$ cat config.mk
export PLATFORM = sky130hd
export DESIGN_NAME = bin2bcd_seq
export DESIGN_NICKNAME = d
export VERILOG_FILES = /design/src/rtl/bcd_pkg.sv /design/src/rtl/bcd_add3.sv /design/src/rtl/bin2bcd_seq.sv
export SDC_FILE = /design/constraint.sdc
export NUM_CORES = 1
export LEC_CHECK = 0
export BUFFER_PORTS_ARGS = -buffer_cell sky130_fd_sc_hd__buf_2
export CAP_MARGIN = 20
export CELL_PAD_IN_SITES_DETAIL_PLACEMENT = 0
export CELL_PAD_IN_SITES_GLOBAL_PLACEMENT = 2
export CORE_MARGIN = 5
export CORE_UTILIZATION = 40
export CTS_BUF_LIST = sky130_fd_sc_hd__clkbuf_8 sky130_fd_sc_hd__clkbuf_16
export DETAILED_ROUTE_END_ITERATION = 16
export GPL_ROUTABILITY_DRIVEN = 0
export PLACE_DENSITY = 0.93
export SYNTH_ARGS = -nofsm -noshare
export SYNTH_HDL_FRONTEND = slang
export SYNTH_SLANG_ARGS = --single-unit
$ cat constraint.sdc
create_clock -name clk -period 2.95 [get_ports clk]
set_input_delay 0.59 -clock clk [delete_from_list [all_inputs] [get_ports clk]]
set_output_delay 0.59 -clock clk [all_outputs]
set_load 0.01 [all_outputs]
$ cat src/rtl/bcd_pkg.sv
// ---------------------------------------------------------------------------
// bcd_pkg : shared types and constants for the sequential binary-to-BCD path
// Rev 1.0
// ---------------------------------------------------------------------------
`default_nettype none

package bcd_pkg;

    typedef enum logic [0:0] {
        ST_IDLE  = 1'b0,
        ST_SHIFT = 1'b1
    } bcd_state_t;

    localparam logic [15:0] BCD_MAX     = 16'd9999;
    localparam logic [15:0] ALL_NINES   = 16'h9999;
    localparam logic [3:0]  ADD3_THRESH = 4'd5;

    // 10^n, used to derive the saturation limit for any digit count
    function automatic logic [63:0] pow10(input int n);
        logic [63:0] r;
        r = 64'd1;
        for (int i = 0; i < n; i++) begin
            r = r * 64'd10;
        end
        return r;
    endfunction

endpackage

`default_nettype wire

$ cat src/rtl/bcd_add3.sv
// ---------------------------------------------------------------------------
// bcd_add3 : single-digit double-dabble corrector (in >= 5 ? in + 3 : in)
// Rev 1.0
// ---------------------------------------------------------------------------
`default_nettype none

module bcd_add3
    import bcd_pkg::*;
(
    input  logic [3:0] i_digit,
    output logic [3:0] o_digit
);

    assign o_digit = (i_digit >= ADD3_THRESH) ? i_digit + 4'd3 : i_digit;

endmodule

`default_nettype wire

$ cat src/rtl/bin2bcd_seq.sv
// ---------------------------------------------------------------------------
// bin2bcd_seq : iterative shift-add-3 binary to packed BCD, one bit per clock,
//               saturating to all nines with a one-deep latest-wins queue
// Rev 1.0
// ---------------------------------------------------------------------------
`default_nettype none

module bin2bcd_seq
    import bcd_pkg::*;
#(
    parameter int IN_W   = 16,
    parameter int DIGITS = 4
) (
    input  logic                  clk,
    input  logic                  rst,
    input  logic [IN_W-1:0]       i_bin,
    input  logic                  i_valid,
    output logic [4*DIGITS-1:0]   o_bcd,
    output logic                  o_valid,
    output logic                  o_busy,
    output logic                  o_ovf
);

    localparam int                c_BW    = 4 * DIGITS;
    localparam int                c_CW    = (IN_W > 1) ? $clog2(IN_W) : 1;
    localparam logic [c_CW-1:0]   c_LAST  = c_CW'(IN_W - 1);
    localparam logic [63:0]       c_MAX   = pow10(DIGITS) - 64'd1;
    localparam logic [c_BW-1:0]   c_NINES = {DIGITS{4'h9}};

    bcd_state_t        r_state;
    bcd_state_t        w_state_nxt;
    logic [IN_W-1:0]   r_shreg;
    logic [c_BW-1:0]   r_scr;
    logic [c_CW-1:0]   r_cnt;
    logic              r_ovf_nxt;
    logic [IN_W-1:0]   r_pend;
    logic              r_pend_v;
    logic [c_BW-1:0]   r_bcd;
    logic              r_valid;
    logic              r_ovf;

    logic [c_BW-1:0]   w_corr;
    logic [c_BW-1:0]   w_shifted;
    logic              w_done;
    logic              w_start;
    logic [IN_W-1:0]   w_start_val;
    logic              w_start_ovf;

    generate
        for (genvar g = 0; g < DIGITS; g++) begin : g_digit
            bcd_add3 u_add3 (
                .i_digit (r_scr[4*g +: 4]),
                .o_digit (w_corr[4*g +: 4])
            );
        end
    endgenerate

    // Scratch after the final shift is the result; no trailing correction.
    assign w_shifted   = {w_corr[c_BW-2:0], r_shreg[IN_W-1]};
    assign w_done      = (r_state == ST_SHIFT) && (r_cnt == c_LAST);
    assign w_start     = ((r_state == ST_IDLE) && i_valid) ||
                         (w_done && (i_valid || r_pend_v));
    assign w_start_val = i_valid ? i_bin : r_pend;
    assign w_start_ovf = (64'(w_start_val) > c_MAX);

    always_ff @(posedge clk or negedge rst) begin
        if (!rst) begin
            r_state <= ST_IDLE;
        end else begin
            r_state <= w_state_nxt;
        end
    end

    always_comb begin
        w_state_nxt = r_state;
        case (r_state)
            ST_IDLE: begin
                if (i_valid) begin
                    w_state_nxt = ST_SHIFT;
                end
            end
            ST_SHIFT: begin
                if (w_done && !i_valid && !r_pend_v) begin
                    w_state_nxt = ST_IDLE;
                end
            end
            default: w_state_nxt = ST_IDLE;
        endcase
    end

    always_ff @(posedge clk or negedge rst) begin
        if (!rst) begin
            r_shreg   <= '0;
            r_scr     <= '0;
            r_cnt     <= '0;
            r_ovf_nxt <= 1'b0;
            r_pend    <= '0;
            r_pend_v  <= 1'b0;
            r_bcd     <= '0;
            r_valid   <= 1'b0;
            r_ovf     <= 1'b0;
        end else begin
            r_valid <= 1'b0;

            if (r_state == ST_SHIFT) begin
                {r_scr, r_shreg} <= {w_corr[c_BW-2:0], r_shreg, 1'b0};
                r_cnt            <= r_cnt + 1'b1;
            end

            if (w_done) begin
                r_bcd   <= r_ovf_nxt ? c_NINES : w_shifted;
                r_ovf   <= r_ovf_nxt;
                r_valid <= 1'b1;
            end

            // Later assignments win: a new start overrides the shift above.
            if (w_start) begin
                r_shreg   <= w_start_val;
                r_scr     <= '0;
                r_cnt     <= '0;
                r_ovf_nxt <= w_start_ovf;
            end

            // A request arriving on the completion edge supersedes any pending one.
            if (w_done) begin
                r_pend_v <= 1'b0;
            end else if ((r_state == ST_SHIFT) && i_valid) begin
                r_pend   <= i_bin;
                r_pend_v <= 1'b1;
            end
        end
    end

    assign o_bcd   = r_bcd;
    assign o_valid = r_valid;
    assign o_busy  = (r_state == ST_SHIFT);
    assign o_ovf   = r_ovf;

endmodule

`default_nettype wire
==> results of run 1 <==
## critical path, cell delays in order, from the launching register on
cell and delay [ps]:
dfrtp_1 600, nand4_4 350, nor2_1 730, a21oi_1 160
## cells in the final DEF, fill, tap and decap left out, types with 2 or more instances in the layout
cell       count
mux2i_1       20
nand2_1       12
buf_4          6
or4_1          2
nand3_1        6
bufinv_16      2
nand4_1        3
nand2b_1       4
dfrtp_1       73
a21oi_1       30
mux2_2         6
buf_2         37
nor2_1        18
ha_1           9
o21ai_0       32
a22o_1        19
a22oi_1       15
inv_1         15
clkbuf_8      10
mux2_4        10
o21a_1         2
xnor2_1        4
nor3b_1        3
## cell type report
type | count | area, um^2 | area share
Clock buffer | 10 | 138 | 0.0348
Timing Repair Buffer | 43 | 230 | 0.0583
Clock inverter | 6 | 83.8 | 0.0212
Multi-Input combinational cell | 205 | 1490 | 0.377
Inverter | 13 | 48.8 | 0.0123
Sequential cell | 73 | 1830 | 0.462
Tap cell | 108 | 135 | 0.0342
## path summary, 6_finish.rpt
| check | from | endpoint | cells after the start |
|---|---|---|---|
| max | o_busy | o_bcd[4] | 3 |
| min | rst | o_bcd[2] | 2 |
| max reg2reg | o_busy | o_bcd[4] | 3 |
| min reg2reg | o_bcd[0] | o_bcd[0] | 2 |
| max in group asynchronous | rst | r_pend[7] | 2 |
| min in group clk | o_bcd[0] | o_bcd[0] | 2 |
## through the flow
step	power [mW]	cells	setup WS [ps]	area, um^2
CTS	3.96	458	936	3950
global route	4.23	458	713	3950
floorplan	2.66	308	1300	3460
detailed placement	3.08	442	956	3730
global placement	3.02	442	1040	3730
finish	3.91	458	952	3950
## logic make-up after synthesis
group           Yosys count
compound gates          101
flops                    73
simple gates             54
mux                      36
buf+inv                  30
fa+ha+maj                 9
xor+xnor                  5
## registers in the layout (all words and copies together) (netlist names), 4 cells and up
register,cells
r_pend,16
o_bcd,16
r_shreg,16
r_cnt,4
r_scr,16
## per-layer routing
layer,track usage,up-vias,part of all wire
met2,0.233,56,0.48
met3,0.0528,3,0.053
met5,0,-,0
met4,0.0329,0,0.0030
li1,-,1196,-
met1,0.189,1229,0.46
## power by group
part,switching (mW),leakage [nW],internal [mW],total (mW)
registers,0.300,0.894,1.38,1.68
clock network,0.364,0.115,0.495,0.859
logic,0.713,0.841,0.661,1.37
total,1.38,1.85,2.53,3.91
==> results.md, run 1 <==
- Post-Synth Adder-Cell Area: 0.0325
- Compound-Gate Fraction of Synth Area: 0.181
- Min Tclk post-route: 2000 ps
- Starting Density: 0.403
- Post-layout util: 0.460
- Synth Flop Type: dfrtp_1
- Crit Path Category: reg -> reg
- Commonest cells in the netlist: dfrtp_1, o21ai_0, a21oi_1
- Width of the die: 103 um
- Max-Cap Viols: 0
- Ant. Diodes: 0
- Slew headroom: 0.389
- Post-CTS Resized: 0
- Status: complete, no violations
- Mapped Avg Cell Area: 11.2 um^2
- Synth cell types: 33
- Post-route clock period utilization: 0.677
- R2r setup slk: 950 ps
- Post-CTS Hold Fix Bufs: 0
- Clk Latency, worst-skew pair: 340 ps
- Vias/cell: 5.42
- Worst-Margin Slew: 916 ps
- Yosys warns: 0
- FMAX: 0.501 GHz
- Smallest hold slack: 456 ps
- Worst min path class: in -> async
- Clock skew: 7.54 ps
- CP max FO: 19
- CTS tree: built
- Post-Syn Instances: 308
- Setup TNS: 0 ps
- DRT iter0 DRCs: 99
- Fillers: 840
- VDD IR max: 0.000341 V
- WL/cell: 15.5 um
- Max-slew violation count: 0
- Top post-synthesis cells by area: dfrtp_1, mux2i_1, a22o_1, o21ai_0, a21oi_1
- Area leader, netlist: dfrtp_1
- Most frequent cell after synthesis: dfrtp_1
- Post-Syn Nets: 336
- GRT overflow: 0
- Sequential-to-total area share from yosys stat: 0.528
- Post-synthesis simple-gate area fraction: 0.0832
- Total number of vias: 2484
- First-pass GRT wire length: 11900 um
- Final WL: 7080 um
- RSZ-0062 raised after global routing: no
- Clock transition at path regs: 80 ps
- Setup Viol. Count Final: 0
- Top cell type's share of synthesized area: 0.528
- Ys async rst share: 1.00
- Area growth, synth to finish: 14.2%
- Hpwl dp: 4770 um
- Pin count of the biggest net entering global routing: 74
- Final Hold Viols: 0
- Share of layout cells above drive strength 1: 0.217
- Num CTS Buffers: 9
- EDFF count, synth: 0
- CORE AREA: 8590 um^2
- Max Buffers Root-to-Sink: 2
- Proportion of synthesized area in mux cells: 0.121
- GRT Resource Usage Total: 0.145
- Largest family of logic cells by synthesized area: compound AO/OA/AOI/OAI gates
- XOR/XNOR share of the synthesized area: 0.0127
- DRC errors left: 0
- P_leak: 1.85 nW
- Vias in the first global route: 2502
- 1st-pass router iterations: 4
- Worst Path Arrival: 2190 ps
- Worst setup EP type: register
- Layout net count: 373
- WP data required: 3140 ps
- Critical path startpoint category: register
- Die span in y: 103 um
- Post-route ant nets: 0
- Full die area: 10600 um^2
- Row Count: 34
- H-Tree Level Count: 3
- Port-buffer cells: 37
- Initial antenna violation count: 0
- Synthesized cell area: 3460 um^2
- # Post-CTS Setup Buffers: 0
- Clock Sinks: 73
- Root Driver: clkbuf_8
- Yosys reg bits: 73
- Power density over the cells: 990 nW/um^2
- Ports: 38
No activity file was read; power rests on OpenSTA's default activity.
==> inputs of run 2 (changes only) <==
- CORE_UTILIZATION: 40 -> 39
- PLACE_DENSITY: 0.93 -> 0.92
- clock period: 2.95 -> 1.89 ns (I/O delays scaled with it)
==> run 2 against run 1 <==
Against the previous run:
- non-clock buffer count grew 6
- first-iteration DRC count fell by 3.0%
- via count increased by 0.28%
- clock-buffer cell count is the same
- largest cell class unchanged
- cell count increased by 1.3%
- combinational power up 58%
- worst setup slack got worse by 750 ps
- hold slack got worse by 430 ps
- clock power is 39% higher
- wire length rose by 1.5%
- core utilization is 0.068 points higher
- flip-flop and latch count stayed put
==> results.md, run 2 (synthesis gave the netlist of run 1 again) <==
- Status: complete, no violations (unchanged)
- H-Tree Level Count: 3 (unchanged)
- Dpl cells: 448 (was 442)
- Port-buffer cells: 37 (unchanged)
- Die span in y: 104 um (was 103 um)
- Worst-Margin Slew: 554 ps (was 916 ps)
- Starting Density: 0.399 (was 0.403)
- RSZ-0062 raised after global routing: no (unchanged)
- Clk Latency, worst-skew pair: 340 ps (about the same)
- Ant. Diodes: 0 (unchanged)
- Comb pwr share: 0.362 (was 0.351)
- DRT iter0 DRCs: 96 (was 99)
- Post-route insts no fill: 464 (was 458)
- P_sw: 2.12 mW (was 1.38 mW)
- First-pass GRT wire length: 12300 um (was 11900 um)
- Worst setup EP type: register (unchanged)
- CORE AREA: 8680 um^2 (was 8590 um^2)
- Met1 wire length: 3320 um (was 3280 um)
- Ports: 38 (unchanged)
- Post-CTS Resized: 0 (unchanged)
- Clock transition at path regs: 70 ps (was 80 ps)
- Total number of vias: 2491 (was 2484)
- Power density over the cells: 1490 nW/um^2 (was 990 nW/um^2)
- Setup Viol. Count Final: 0 (unchanged)
- # Post-CTS Setup Buffers: 0 (unchanged)
- CP max FO: 16 (was 19)
- Sw frac: 0.355 (was 0.352)
- Area growth, synth to finish: 15.5% (was 14.2%)
- CTS tree: built (unchanged)
- CP max stage cell: dfrtp_1 (was nor2_1)
- Layout net count: 379 (was 373)
- 1st-pass router iterations: 7 (was 4)
- Initial antenna violation count: 0 (unchanged)
- Root Driver: clkbuf_8 (unchanged)
- Post-route ant nets: 0 (unchanged)
- WP data required: 2110 ps (was 3140 ps)
- Post-route clock period utilization: 0.896 (was 0.677)
- Most frequent cells in the layout: dfrtp_1, buf_2, o21ai_0, a21oi_1, mux2i_1 (unchanged)
- Worst min path class: in -> async (unchanged)
- Final Hold Viols: 0 (unchanged)
- GRT Resource Usage Total: 0.138 (was 0.145)
- Met3 routed WL: 341 um (was 374 um)
- Largest delay share family, worst path: simple AND/OR/NAND/NOR gates (unchanged)
- VDD IR max: 0.000636 V (was 0.000341 V)
- FMAX: 0.591 GHz (was 0.501 GHz)
- Row Count: 34 (unchanged)
- Critical Path Max Stage Delay: 410 ps (was 730 ps)
- Full die area: 10900 um^2 (was 10600 um^2)
- Max Buffers Root-to-Sink: 2 (unchanged)
- Placed cell areas: 3800 um^2 (was 3730 um^2)
- Smallest hold slack: 21.9 ps (was 456 ps)
- Max-Cap Viols: 0 (unchanged)
- Setup WS post-layout: 197 ps (was 952 ps)
- P_leak: 1.87 nW (was 1.85 nW)
- Num CTS Buffers: 9 (unchanged)
- Crit Path Category: reg -> reg (unchanged)
- Post-CTS Hold Fix Bufs: 0 (unchanged)
- Critical path startpoint category: register (unchanged)
- Commonest non-fill, non-tap cell in the layout: dfrtp_1 (unchanged)
- Dpl ws: 204 ps (was 956 ps)
- Pin count of the biggest net entering global routing: 29 (was 74)
- Clock Sinks: 73 (unchanged)
- Cell area after layout: 4000 um^2 (was 3950 um^2)
- CP bufs+invs: 0 (unchanged)
- Metal2 WL: 3490 um (was 3400 um)
- Reg power frac: 0.437 (was 0.429)
- CP Cell Sequence: ha_1 -> nand4_4 -> and3_4 -> mux2_2 (was nand4_4 -> nor2_1 -> a21oi_1)
- Share of layout cells above drive strength 1: 0.233 (was 0.217)
- Min Tclk post-route: 1690 ps (was 2000 ps)
- Width of the die: 104 um (was 103 um)
- Int Power: 3.84 mW (was 2.53 mW)
- Final WL: 7190 um (was 7080 um)
- Slew headroom: 0.631 (was 0.389)
- DRC errors left: 0 (unchanged)
- Vias in the first global route: 2551 (was 2502)
- GRT overflow: 0 (unchanged)
- Clock group share of total power: 0.200 (was 0.220)
- Clock skew: 9.26 ps (was 7.54 ps)
- WL/cell: 15.5 um (about the same)
- Top routing layer used: met4 (unchanged)
- Hpwl dp: 5150 um (was 4770 um)
- Vias/cell: 5.37 (was 5.42)
- Fillers: 839 (was 840)
- Setup TNS: 0 ps (unchanged)
- Worst Path Arrival: 1910 ps (was 2190 ps)
- Max-slew violation count: 0 (unchanged)
## run 2: cell count changes in the layout (fill, tap and decap cells not counted)
| cell | previous run | this run |
|---|---|---|
| bufinv_16 | 2 | 1 |
| clkinv_2 | 0 | 2 |
| buf_12 | 0 | 2 |
| clkinvlp_4 | 1 | 2 |
| buf_4 | 6 | 10 |
| clkinv_4 | 1 | 0 |
| inv_1 | 15 | 14 |
## run 2: worst paths after layout
check / from / end / slack, ps / cells past startpoint
worst max register to register: r_cnt[0] / r_pend[0] / 200 / 4
worst min register to register: o_ovf / o_ovf / 490 / 2
min in group clk: i_bin[3] / r_pend[3] / 280 / 2
worst min-delay path: rst / r_scr[1] / 20 / 1
worst max-delay path: r_cnt[0] / r_pend[0] / 200 / 4
max in group asynchronous: rst / r_scr[11] / 1320 / 2
## run 2: per-layer routing
metal / vias to the layer above / track usage
met2: 51 / 0.224
met3: 7 / 0.0447
met4: 0 / 0.0324
met1: 1235 / 0.179
li1: 1198 / -
met5: - / 0
## run 2: worst register-to-register path: cells and delay by family (launching register included)
family                   cells  cell delay [ps]
adder cells (fa/ha/maj)      1              270
flip-flops                   1              410
multiplexers                 1              390
AND/OR/NAND/NOR              2              510
## run 2: power by group through the flow
stage                     Sequential [mW]  Combinational, mW  Clock [mW]
after detailed placement             2.63               2.18           0
after floorplan                      2.61               1.54           0
final                                2.61               2.16        1.19
after global routing                 2.69               2.46        1.30
after CTS                            2.61               2.19        1.24
after global placement               2.62               2.12           0
## run 2: through the flow
step	total power [mW]	utilization
after global routing	6.45	0.460
after floorplan	4.15	-
after CTS	6.04	0.460
after detailed placement	4.81	0.438
after global placement	4.74	0.438
final	5.96	0.460
## run 2: layout make-up
type                       instances  area, um^2  area share
tap                              108         135      0.0338
sequential                        73        1830       0.457
timing repair buffer              49         300      0.0751
clock buffer                      10         138      0.0344
clock inverter                     6        58.8      0.0147
inverter                          13        48.8      0.0122
multi-input combinational        205        1490       0.373
==> inputs of run 3 (changes only) <==
- CORE_ASPECT_RATIO: not set -> 1.1
==> run 3 against run 2 <==
Against the previous run:
- first-iteration DRC count down 7.3%
- via count fell by 2.2%
- register-to-register slack worse by 30 ps
- critical path depth is 2 higher
- critical endpoint is now o_bcd[4]
- clock skew is 0.80 ps lower
- sequential share of layout area is 0.52 points higher
- global-route usage grew 0.28 points
- power is 3.3% lower
- worst setup slack worse by 29 ps
- hold slack better by 40 ps
- cell area shrank 1.1%
==> results.md, run 3 (synthesis gave the netlist of run 1 again) <==
- Clock transition at path regs: 60 ps (was 70 ps)
- Clock Sinks: 73 (unchanged)
- GRT Resource Usage Total: 0.141 (was 0.138)
- Most frequent cells in the layout: dfrtp_1, buf_2, o21ai_0, a21oi_1, mux2i_1 (unchanged)
- CORE AREA: 8780 um^2 (was 8680 um^2)
- DRC errors left: 0 (unchanged)
- Root Driver: clkbuf_8 (unchanged)
- Met1 wire length: 3180 um (was 3320 um)
- CP max FO: 11 (was 16)
- Full die area: 10900 um^2 (about the same)
- FMAX: 0.581 GHz (was 0.591 GHz)
- Post-CTS Resized: 0 (unchanged)
- Dpl cells: 454 (was 448)
- Starting Density: 0.394 (was 0.399)
- Slew headroom: 0.733 (was 0.631)
- Max-slew violation count: 0 (unchanged)
- Final Hold Viols: 0 (unchanged)
- Commonest non-fill, non-tap cell in the layout: dfrtp_1 (unchanged)
- # Post-CTS Setup Buffers: 0 (unchanged)
- Hpwl dp: 4830 um (was 5150 um)
- DRT iter0 DRCs: 89 (was 96)
- Critical R2R Launch: r_cnt[0] (unchanged)
- Status: complete, no violations (unchanged)
- Vias in the first global route: 2486 (was 2551)
- Top routing layer used: met4 (unchanged)
- Final WL: 6980 um (was 7190 um)
- Ant. Diodes: 0 (unchanged)
- WP data required: 2090 ps (was 2110 ps)
- R2R cell count: 6 (was 4)
- Width of the die: 99.8 um (was 104 um)
- Max Buffers Root-to-Sink: 2 (unchanged)
- Met3 routed WL: 302 um (was 341 um)
- VDD IR max: 0.000626 V (was 0.000636 V)
- Worst min path class: in -> async (unchanged)
- Max-Cap Viols: 0 (unchanged)
- Port-buffer cells: 37 (unchanged)
- Pin count of the biggest net entering global routing: 74 (was 29)
- Die span in y: 109 um (was 104 um)
- Initial antenna violation count: 0 (unchanged)
- Dpl ws: 193 ps (was 204 ps)
- Clk Latency, worst-skew pair: 340 ps (about the same)
- GRT overflow: 0 (unchanged)
- Setup WS post-layout: 169 ps (was 197 ps)
- Critical path startpoint category: register (unchanged)
- Crit Path Category: reg -> reg (unchanged)
- P_leak: 1.85 nW (was 1.87 nW)
- R2r setup slk: 170 ps (was 200 ps)
- RSZ-0062 raised after global routing: no (unchanged)
- H-Tree Level Count: 3 (unchanged)
- Row Count: 36 (was 34)
- Ports: 38 (unchanged)
- WL/cell: 15.0 um (was 15.5 um)
- Setup TNS: 0 ps (unchanged)
- Layout net count: 379 (unchanged)
- CTS tree: built (unchanged)
- Post-route insts no fill: 466 (was 464)
- Total number of vias: 2436 (was 2491)
- Metal2 WL: 3400 um (was 3490 um)
- Clock skew: 8.47 ps (was 9.26 ps)
- Crit path launch: r_cnt[0] (unchanged)
- Worst setup EP type: register (unchanged)
- Crit path capture: o_bcd[4] (was r_pend[0])
- Num CTS Buffers: 9 (unchanged)
- Worst-Margin Slew: 397 ps (was 554 ps)
- Vias/cell: 5.23 (was 5.37)
- Post-route clock period utilization: 0.911 (was 0.896)
- Share of layout cells above drive strength 1: 0.227 (was 0.233)
- Min Tclk post-route: 1720 ps (was 1690 ps)
- Capture point of the worst reg-to-reg path: o_bcd[4] (was r_pend[0])
- Area growth, synth to finish: 14.2% (was 15.5%)
- Power density over the cells: 1460 nW/um^2 (was 1490 nW/um^2)
- First-pass GRT wire length: 12000 um (was 12300 um)
- Post-CTS Hold Fix Bufs: 0 (unchanged)
- 1st-pass router iterations: 4 (was 7)
- Smallest hold slack: 62.2 ps (was 21.9 ps)
- Worst Path Arrival: 1920 ps (was 1910 ps)
- Post-route ant nets: 0 (unchanged)
- Setup Viol. Count Final: 0 (unchanged)
run 3: layer usage:
layer / track usage / up-vias
met5: 0 / -
met4: 0.0576 / 0
met3: 0.0403 / 9
met2: 0.230 / 46
met1: 0.174 / 1180
li1: - / 1201
run 3: worst min path at each step:
stage	to	slack (ps)
2_1_floorplan	o_bcd[0]	80
3_3_place_gp	r_scr[2]	440
3_5_place_dp	r_scr[1]	440
4_1_cts	o_bcd[3]	70
5_1_grt	r_scr[1]	80
6_report	r_scr[1]	60
run 3: per-stage QoR:
stage,power (mW),area [um^2],utilization
after floorplan,4.15,3460,-
after global placement,4.73,3790,0.432
after detailed placement,4.81,3790,0.432
after CTS,5.86,3950,0.450
after global routing,6.29,3950,0.450
final,5.76,3950,0.450
run 3: worst max-delay path, stage by stage (launching register included):
cell and delay, ps:
dfrtp_1 380, ha_1 260, nand4_4 130, buf_4 200, nor2_1 300, buf_4 240, a21oi_1 80
run 3: where the power goes:
| part | leakage (nW) | switching [mW] | internal (mW) |
|---|---|---|---|
| logic | 0.872 | 1.08 | 1.05 |
| clock network | 0.0830 | 0.506 | 0.517 |
| registers | 0.894 | 0.452 | 2.15 |
run 3: cell type report:
type / count / area (um^2)
multi-input cells: 205 / 1490
clock buffers: 11 / 151
clock inverters: 1 / 5.00
inverters: 13 / 48.8
well taps: 114 / 143
repair buffers: 49 / 288
fillers: 864 / 4830
flip-flops and latches: 73 / 1830
